[config.mk]
export PLATFORM = sky130hd
export DESIGN_NAME = bus_mux_lock
export DESIGN_NICKNAME = d
export VERILOG_FILES = /design/src/rtl/bus_mux_lock.sv
export SDC_FILE = /design/constraint.sdc
export NUM_CORES = 1
export LEC_CHECK = 0
export BUFFER_PORTS_ARGS = -buffer_cell sky130_fd_sc_hd__buf_2
export CORE_MARGIN = 5
export CORE_UTILIZATION = 43
export DETAILED_ROUTE_END_ITERATION = 10
export GPL_TIMING_DRIVEN = 0
export PLACE_DENSITY = 0.79
export SLEW_MARGIN = 20
export SYNTH_ARGS = -nofsm -noshare
export SYNTH_HDL_FRONTEND = slang
export SYNTH_SLANG_ARGS = --single-unit
[constraint.sdc]
create_clock -name clk -period 1.6 [get_ports clk]
set_input_delay 0.16 -clock clk [delete_from_list [all_inputs] [get_ports clk]]
set_output_delay 0.16 -clock clk [all_outputs]
set_load 0.03 [all_outputs]
[src/rtl/bus_mux_lock.sv]
// ============================================================================
// Module   : bus_mux_lock
// Brief    : Packet-locking registered bus mux with a 2-entry output buffer.
// Revision : 1.0 - initial release
// ============================================================================
`default_nettype none

module bus_mux_lock #(
  parameter int DATA_WIDTH = 16,
  parameter int DATA_NUM   = 4
) (
  input  logic                           clk,
  input  logic                           rst,
  input  logic [DATA_NUM-1:0]            gate_i,
  input  logic [DATA_NUM-1:0]            up_valid_i,
  input  logic [DATA_NUM-1:0]            up_last_i,
  input  logic [DATA_WIDTH*DATA_NUM-1:0] up_data_i,
  output logic [DATA_NUM-1:0]            up_ready_o,
  output logic                           down_valid_o,
  output logic                           down_last_o,
  output logic [DATA_WIDTH-1:0]          down_data_o,
  input  logic                           down_ready_i,
  output logic                           busy_o,
  output logic                           gate_err_o
);

  typedef enum logic [0:0] {
    IDLE = 1'b0,
    LOCK = 1'b1
  } state_t;

  state_t                state_q, state_d;
  logic [DATA_NUM-1:0]   lock_q, lock_d;
  logic                  gate_err_q, gate_err_d;
  logic [DATA_WIDTH:0]   mem_q [0:1];
  logic                  wr_ptr_q, rd_ptr_q;
  logic [1:0]            count_q, count_d;

  logic [DATA_NUM-1:0]   gate_low;
  logic                  gate_multi;
  logic                  sel_valid;
  logic                  sel_last;
  logic [DATA_WIDTH-1:0] sel_data;
  logic                  push;
  logic                  pop;
  logic                  has_room;

  // Isolate the lowest set bit; a nonzero remainder means multi-hot.
  assign gate_low   = gate_i & (~gate_i + {{(DATA_NUM-1){1'b0}}, 1'b1});
  assign gate_multi = (gate_i & ~gate_low) != '0;

  always_comb begin
    sel_valid = 1'b0;
    sel_last  = 1'b0;
    sel_data  = '0;
    for (int i = 0; i < DATA_NUM; i++) begin
      if (lock_q[i]) begin
        sel_valid = sel_valid | up_valid_i[i];
        sel_last  = sel_last  | up_last_i[i];
        sel_data  = sel_data  | up_data_i[i*DATA_WIDTH +: DATA_WIDTH];
      end
    end
  end

  // Ready depends on registered occupancy only, never on down_ready_i.
  assign has_room   = (count_q != 2'd2);
  assign up_ready_o = (state_q == LOCK && has_room) ? lock_q : '0;
  assign push       = (state_q == LOCK) && has_room && sel_valid;
  assign pop        = down_valid_o && down_ready_i;

  always_comb begin
    state_d    = state_q;
    lock_d     = lock_q;
    gate_err_d = 1'b0;
    case (state_q)
      IDLE: begin
        if (gate_i != '0) begin
          state_d    = LOCK;
          lock_d     = gate_low;
          gate_err_d = gate_multi;
        end
      end
      LOCK: begin
        if (push && sel_last) begin
          state_d = IDLE;
          lock_d  = '0;
        end
      end
      default: begin
        state_d = IDLE;
        lock_d  = '0;
      end
    endcase
  end

  always_comb begin
    count_d = count_q;
    case ({push, pop})
      2'b10:   count_d = count_q + 2'd1;
      2'b01:   count_d = count_q - 2'd1;
      default: count_d = count_q;
    endcase
  end

  always_ff @(posedge clk or posedge rst) begin
    if (rst) begin
      state_q    <= IDLE;
      lock_q     <= '0;
      gate_err_q <= 1'b0;
      count_q    <= 2'd0;
      wr_ptr_q   <= 1'b0;
      rd_ptr_q   <= 1'b0;
      mem_q[0]   <= '0;
      mem_q[1]   <= '0;
    end else begin
      state_q    <= state_d;
      lock_q     <= lock_d;
      gate_err_q <= gate_err_d;
      count_q    <= count_d;
      if (push) begin
        mem_q[wr_ptr_q] <= {sel_last, sel_data};
        wr_ptr_q        <= ~wr_ptr_q;
      end
      if (pop) begin
        rd_ptr_q <= ~rd_ptr_q;
      end
    end
  end

  assign down_valid_o = (count_q != 2'd0);
  assign down_last_o  = down_valid_o & mem_q[rd_ptr_q][DATA_WIDTH];
  assign down_data_o  = down_valid_o ? mem_q[rd_ptr_q][DATA_WIDTH-1:0] : '0;
  assign busy_o       = (state_q == LOCK);
  assign gate_err_o   = gate_err_q;

endmodule

`default_nettype wire

== Word-level counts from Yosys, hierarchy flattened ==
Index checks and enable logic that the tools add are counted.

* $add $sub $neg: 3
* Magnitude comparators: 3
* Eq/ne operators: 5
* Muxes and demuxes: 29
* Bitwise operators: 19
* Reduce and logical (&&, ||, !) cells: 10

{| class="wikitable"
|+ Operators with widths
! operator !! count
|-
| 16-bit two-way mux || 5
|-
| 17-bit two-way mux || 4
|-
| 16-bit OR || 3
|-
| 34-bit bitwise mux || 1
|-
| 17-bit demux with 1-bit select || 1
|-
| 1-bit two-way mux || 12
|-
| 4-bit two-way mux || 3
|-
| 4-bit AND || 2
|-
| 4-bit inverter || 2
|-
| 4-bit one-hot mux with 2 select lines || 1
|-
| 4-bit nonzero test || 2
|-
| 1-bit OR || 6
|-
| 1-bit logical AND || 5
|-
| 4-bit by 1-bit adder with 4-bit output, second input constant || 1
|-
| 2-bit >= comparator, second input constant || 2
|-
| 2-bit != test, second input constant || 2
|-
| 1-bit inverter with 2-bit output || 2
|-
| 2-bit one-hot mux with 2 select lines || 1
|-
| 2-bit nonzero test || 2
|-
| 1-bit inverter || 3
|-
| 2-bit by 1-bit adder with 2-bit output, second input constant || 1
|-
| 2-bit by 1-bit equality test with 1-bit output, second input constant || 1
|-
| 2-bit equality test, second input constant || 1
|-
| 2-bit by 1-bit less-than comparator with 1-bit output, second input constant || 1
|-
| 5 further kinds || 5
|}

* Register bits: 44
* Output and inout port bits: 24

== Logic depth before layout (Yosys ltp) ==
* Word-level depth: 11
* Gate-level depth with buffers: 6
* Gate-level depth less buffers: 6

== Worst setup path after synthesis ==
No wires, ideal clock.

* Path kind: reg2reg
* Start: register count_q[0]
* End: register count_q[1]
* Library setup time: 0.079 ns
* Data arrival time: 1.480 ns
* Setup slack: 0.041 ns
* Cell stages (with the launch flop): 6
* Path buffers: 0
* Clock period less this slack: 1.559 ns
* Cells stage by stage: dfrtp_1 nor2_1 nor2b_1 ha_1 nor2_1 xor2_1

{| class="wikitable"
|+ RTL lines
! what !! RTL line !! RTL
|-
| start, declared || 37 || <nowiki>logic [1:0] count_q, count_d;</nowiki>
|-
| start signal, assigned || 119 || <nowiki>count_q <= count_d;</nowiki>
|-
| 2-bit nonzero test (*) || 130 || <nowiki>assign down_valid_o = (count_q != 2'd0);</nowiki>
|-
| 1-bit logical AND (*) || 69 || <nowiki>assign pop = down_valid_o && down_ready_i;</nowiki>
|-
| named net pop || 45 || <nowiki>logic pop;</nowiki>
|-
| 2-bit by 1-bit equality test with 1-bit output or 2-bit equality test (tied branches) || 98 || <nowiki>case ({push, pop})</nowiki>
|-
| 2-bit one-hot mux with 2 select lines or 2-bit nonzero test (tied branches) || n/a ||
|}

Mark *: on every way through the listed nets, which the timed path passes. The rest lies on a longest branch.
A chain may end at the register's enable or synchronous reset.

== Worst setup path in the final report ==
* Start: register rd_ptr_q
* End: output down_data_o[0]

* Longest elaborated chain between the ends: 5

{| class="wikitable"
|+ RTL lines
! what !! RTL line !! RTL
|-
| start, declared || 36 || <nowiki>logic wr_ptr_q, rd_ptr_q;</nowiki>
|-
| start signal, assigned || 125 || <nowiki>rd_ptr_q <= ~rd_ptr_q;</nowiki>
|-
| 1-bit inverter with 2-bit output (not written as such) || 132 || <nowiki>assign down_data_o = down_valid_o ? mem_q[rd_ptr_q][DATA_WIDTH-1:0] : '0;</nowiki>
|-
| 17-bit two-way mux (not written as such) (3 in series) || 132 ||
|-
| 16-bit two-way mux || 132 ||
|-
| end, declared || 21 || <nowiki>output logic [DATA_WIDTH-1:0] down_data_o,</nowiki>
|}

Every way passes these cells. The select of a mux whose other input is x is not followed.

==> flow_summary.json <==
{
  "die-width_um": 83.63,
  "r2r_slack_ns": 0.02,
  "synth-compound-area-share_pct": 25.12,
  "coreArea_sq_um": 5172,
  "layout_commonest_cell": "buf_2",
  "ys_ff_latch": 44,
  "worstMarginPinSlew_ns": 0.5338,
  "crit_type": "reg -> out",
  "synthesis.area_sq_um": 2331,
  "crit_path_end_kind": "primary output",
  "clock.fmax_mhz": 616.3,
  "synth_fa_ha_area_share_pct": 0.9662,
  "grt_start_max_net_pins": 24,
  "avgSynthCellArea_sq_um": 9.794,
  "antenna_found_initial": 0,
  "htree_levels": 2,
  "clk_latency_ns": 0.30,
  "dieArea_sq_um": 6993,
  "fin_skew_ns": 0.01175,
  "ant_nets": 0,
  "grt_pass1_vias": 2410,
  "dr.pass1.iters": 4,
  "synthToLayoutAreaGrowth_pct": 44.66,
  "grt_overflow": 0,
  "cts_sinks": 44,
  "reg2reg_to": "count_q[1]",
  "grt_use_total_pct": 20.32,
  "hold_viol": 0,
  "cts_tree": "yes",
  "pwr-share-seq_pct": 26.2,
  "final_core_util_pct": 65.19,
  "port_buffers": 102,
  "floorplan.initialDensity_pct": 45.07,
  "cts_buffers": 5,
  "muxShareOfSynthArea_pct": 7.300,
  "fin_cells": 428,
  "final_cell_mix": "buf_2, dfrtp_1, nor2_1",
  "cts.reportedPaths.clkPinSlew_ns": 0.09,
  "dieHeight_um": 83.63,
  "power_density_nw_per_um2": 2293,
  "violations": "setup timing",
  "vdd_drop_max_uv": 1320,
  "yosysWarnings": 0,
  "drt-vias-per-instance": 5.379,
  "cp.arrival_ns": 1.46,
  "power.switching_mw": 3.534,
  "dpl.hpwl_mm": 5.270,
  "rows": 26,
  "vias": 2302,
  "placed_area_sq_um": 2957,
  "place.gp.congestion": 0.8095,
  "synth_cell_types": 29,
  "p_clk_share_pct": 10.8,
  "yosys.area_share.simple_pct": 11.76,
  "drcViolationCount": 0,
  "post_drt_wl_per_cell_um": 17.30,
  "switching_share_pct": 45.71,
  "crit_start": "rd_ptr_q",
  "routed_wl_mm": 7.403,
  "p_leak_nw": 1.681,
  "worst_setup_path_start_kind": "flop",
  "pin_count": 103,
  "required_ns": 1.44,
  "status": "complete, but fails checks",
  "post-route-min-period_ns": 1.623,
  "cap_violations": 0,
  "finalSetupViolations": 4,
  "crit_fanout": 6,
  "clk_path_buf_depth": 2,
  "combPwrFrac_pct": 63.0,
  "cp-endpoint": "down_data_o[0]",
  "slew_headroom_pct": 64.36,
  "cts-root-buf": "clkbuf_8",
  "grt_pass1_wl_mm": 11.54,
  "postLayoutSetupSlackWorst_ns": -0.02266,
  "synth-xor-area-share_pct": 1.879,
  "antennaDiodeCount": 0,
  "syn_nets": 318,
  "dpl_worst_slack_ns": -0.3769,
  "postSynthCellCount": 238,
  "slew_viol_final": 0,
  "rsz0062_at_grt": "true",
  "design_area_sq_um": 3372,
  "synth-seq-area-share_pct": 47.24,
  "drive_gt1_share_pct": 44.13,
  "hold_class": "in -> reg",
  "fin_crit_sh_pct": 101.4,
  "reg2reg_depth": 5,
  "synth_top_family_by_area": "compound AO/OA/AOI/OAI gates",
  "drt_iter0_drc": 106,
  "nNetsFinal": 437,
  "crit-reg2reg-launch": "lock_q[2]",
  "p_int_mw": 4.198,
  "placedCellCount": 411
}
==> sequential cells by signal, summed over array words and instances (netlist names) <==
signal and count:
rd_ptr_q 1, gate_err_o 1, wr_ptr_q 1, mem_q 34, busy_o 1, lock_q 4, count_q 2
==> critical path, stage by stage, from the launching register on <==
cell and delay (ns):
dfrtp_1 0.42, buf_8 0.15, buf_4 0.17, mux2i_1 0.12, nor2_1 0.10, clkbuf_4 0.20
==> cell families after synthesis <==
| group | after synthesis |
|---|---|
| AOI/OAI and AO/OA | 80 |
| and+or+nand+nor | 66 |
| DFF | 44 |
| buffers and inverters | 24 |
| muxes | 17 |
| xor gates and xnor gates | 5 |
| adders and majority gates | 2 |
==> worst min path at each step <==
stage / from / end / slack (ns) / cells past startpoint
2_1_floorplan: gate_i[3] / gate_err_o / 0.29 / 1
3_3_place_gp: gate_i[3] / gate_err_o / 0.43 / 2
3_5_place_dp: rst / mem_q[25] / 0.23 / 2
4_1_cts: gate_i[3] / gate_err_o / 0.13 / 2
5_1_grt: gate_i[3] / gate_err_o / 0.14 / 2
6_report: gate_i[3] / gate_err_o / 0.13 / 2
==> synth_stat cells, drive strengths merged <==
cell	count	area share [%]
a21oi	19	4.1
buf	16	4.5
o22a	1	0.43
ha	1	0.54
nor4	1	0.27
xor2	2	0.75
o2111ai	1	0.64
or2b	1	0.48
clkbuf	3	0.48
dfrtp	44	47
o21ai	17	3.6
and3	4	1.1
a32o	1	0.43
a22o	21	7.9
o211ai	1	0.54
nor3	3	0.64
nor2	39	6.3
inv	5	0.81
o2111a	1	0.48
maj3	1	0.43
xnor2	3	1.1
nand2	17	2.7
mux2i	17	7.3
o21a	1	0.32
a221oi	17	6.7
nor2b	1	0.27
==> power by group through the flow <==
stage	combinational [mW]	clock (mW)	sequential [mW]
after floorplan	3.00	0	1.93
after global placement	4.02	0	1.95
after detailed placement	4.12	0	1.99
after CTS	4.36	0.836	1.98
after global routing	5.27	0.881	2.08
final	4.87	0.839	2.02
==> layout make-up <==
type	instances	area [sq um]
flip-flops and latches	44	1104
multi-input cells	170	1197
clock buffers	6	72.57
plain buffers	19	201.4
repair buffers	112	655.6
inverters	5	18.77
fillers	440	1800
clock inverters	2	35.03
well taps	70	87.58
==> per-layer routing <==
layer | wire (um) | share of wire [%] | vias up | track usage, %
met1 | 3052 | 41 | 1094 | 24.49
met3 | 551 | 7.4 | 10 | 5.528
met5 | 0 | 0 | - | 0
met2 | 3699 | 50 | 90 | 35.43
li1 | - | - | 1108 | -
met4 | 101 | 1.4 | 0 | 5.848
==> stage by stage <==
| stage | total power [mW] | hold WS [ns] | TNS, ns |
|---|---|---|---|
| 2_1_floorplan | 4.933 | 0.2906 | 0 |
| 3_3_place_gp | 5.976 | 0.4295 | -7.125 |
| 3_5_place_dp | 6.111 | 0.2303 | -3.786 |
| 4_1_cts | 7.183 | 0.1300 | -0.004407 |
| 5_1_grt | 8.237 | 0.1402 | -0.4185 |
| 6_report | 7.732 | 0.1280 | -0.04160 |
==> what timing repair did <==
item                                   4_1_cts  5_1_grt
resized for setup                           25       45
hold buffers                                 1        0
buffers inserted                             2        5
endpoints found under the hold margin       22        0
setup endpoints to repair                   33       38
gates cloned                                 0        1
pin swaps                                    2        1
(Power assumes the default switching activity.)
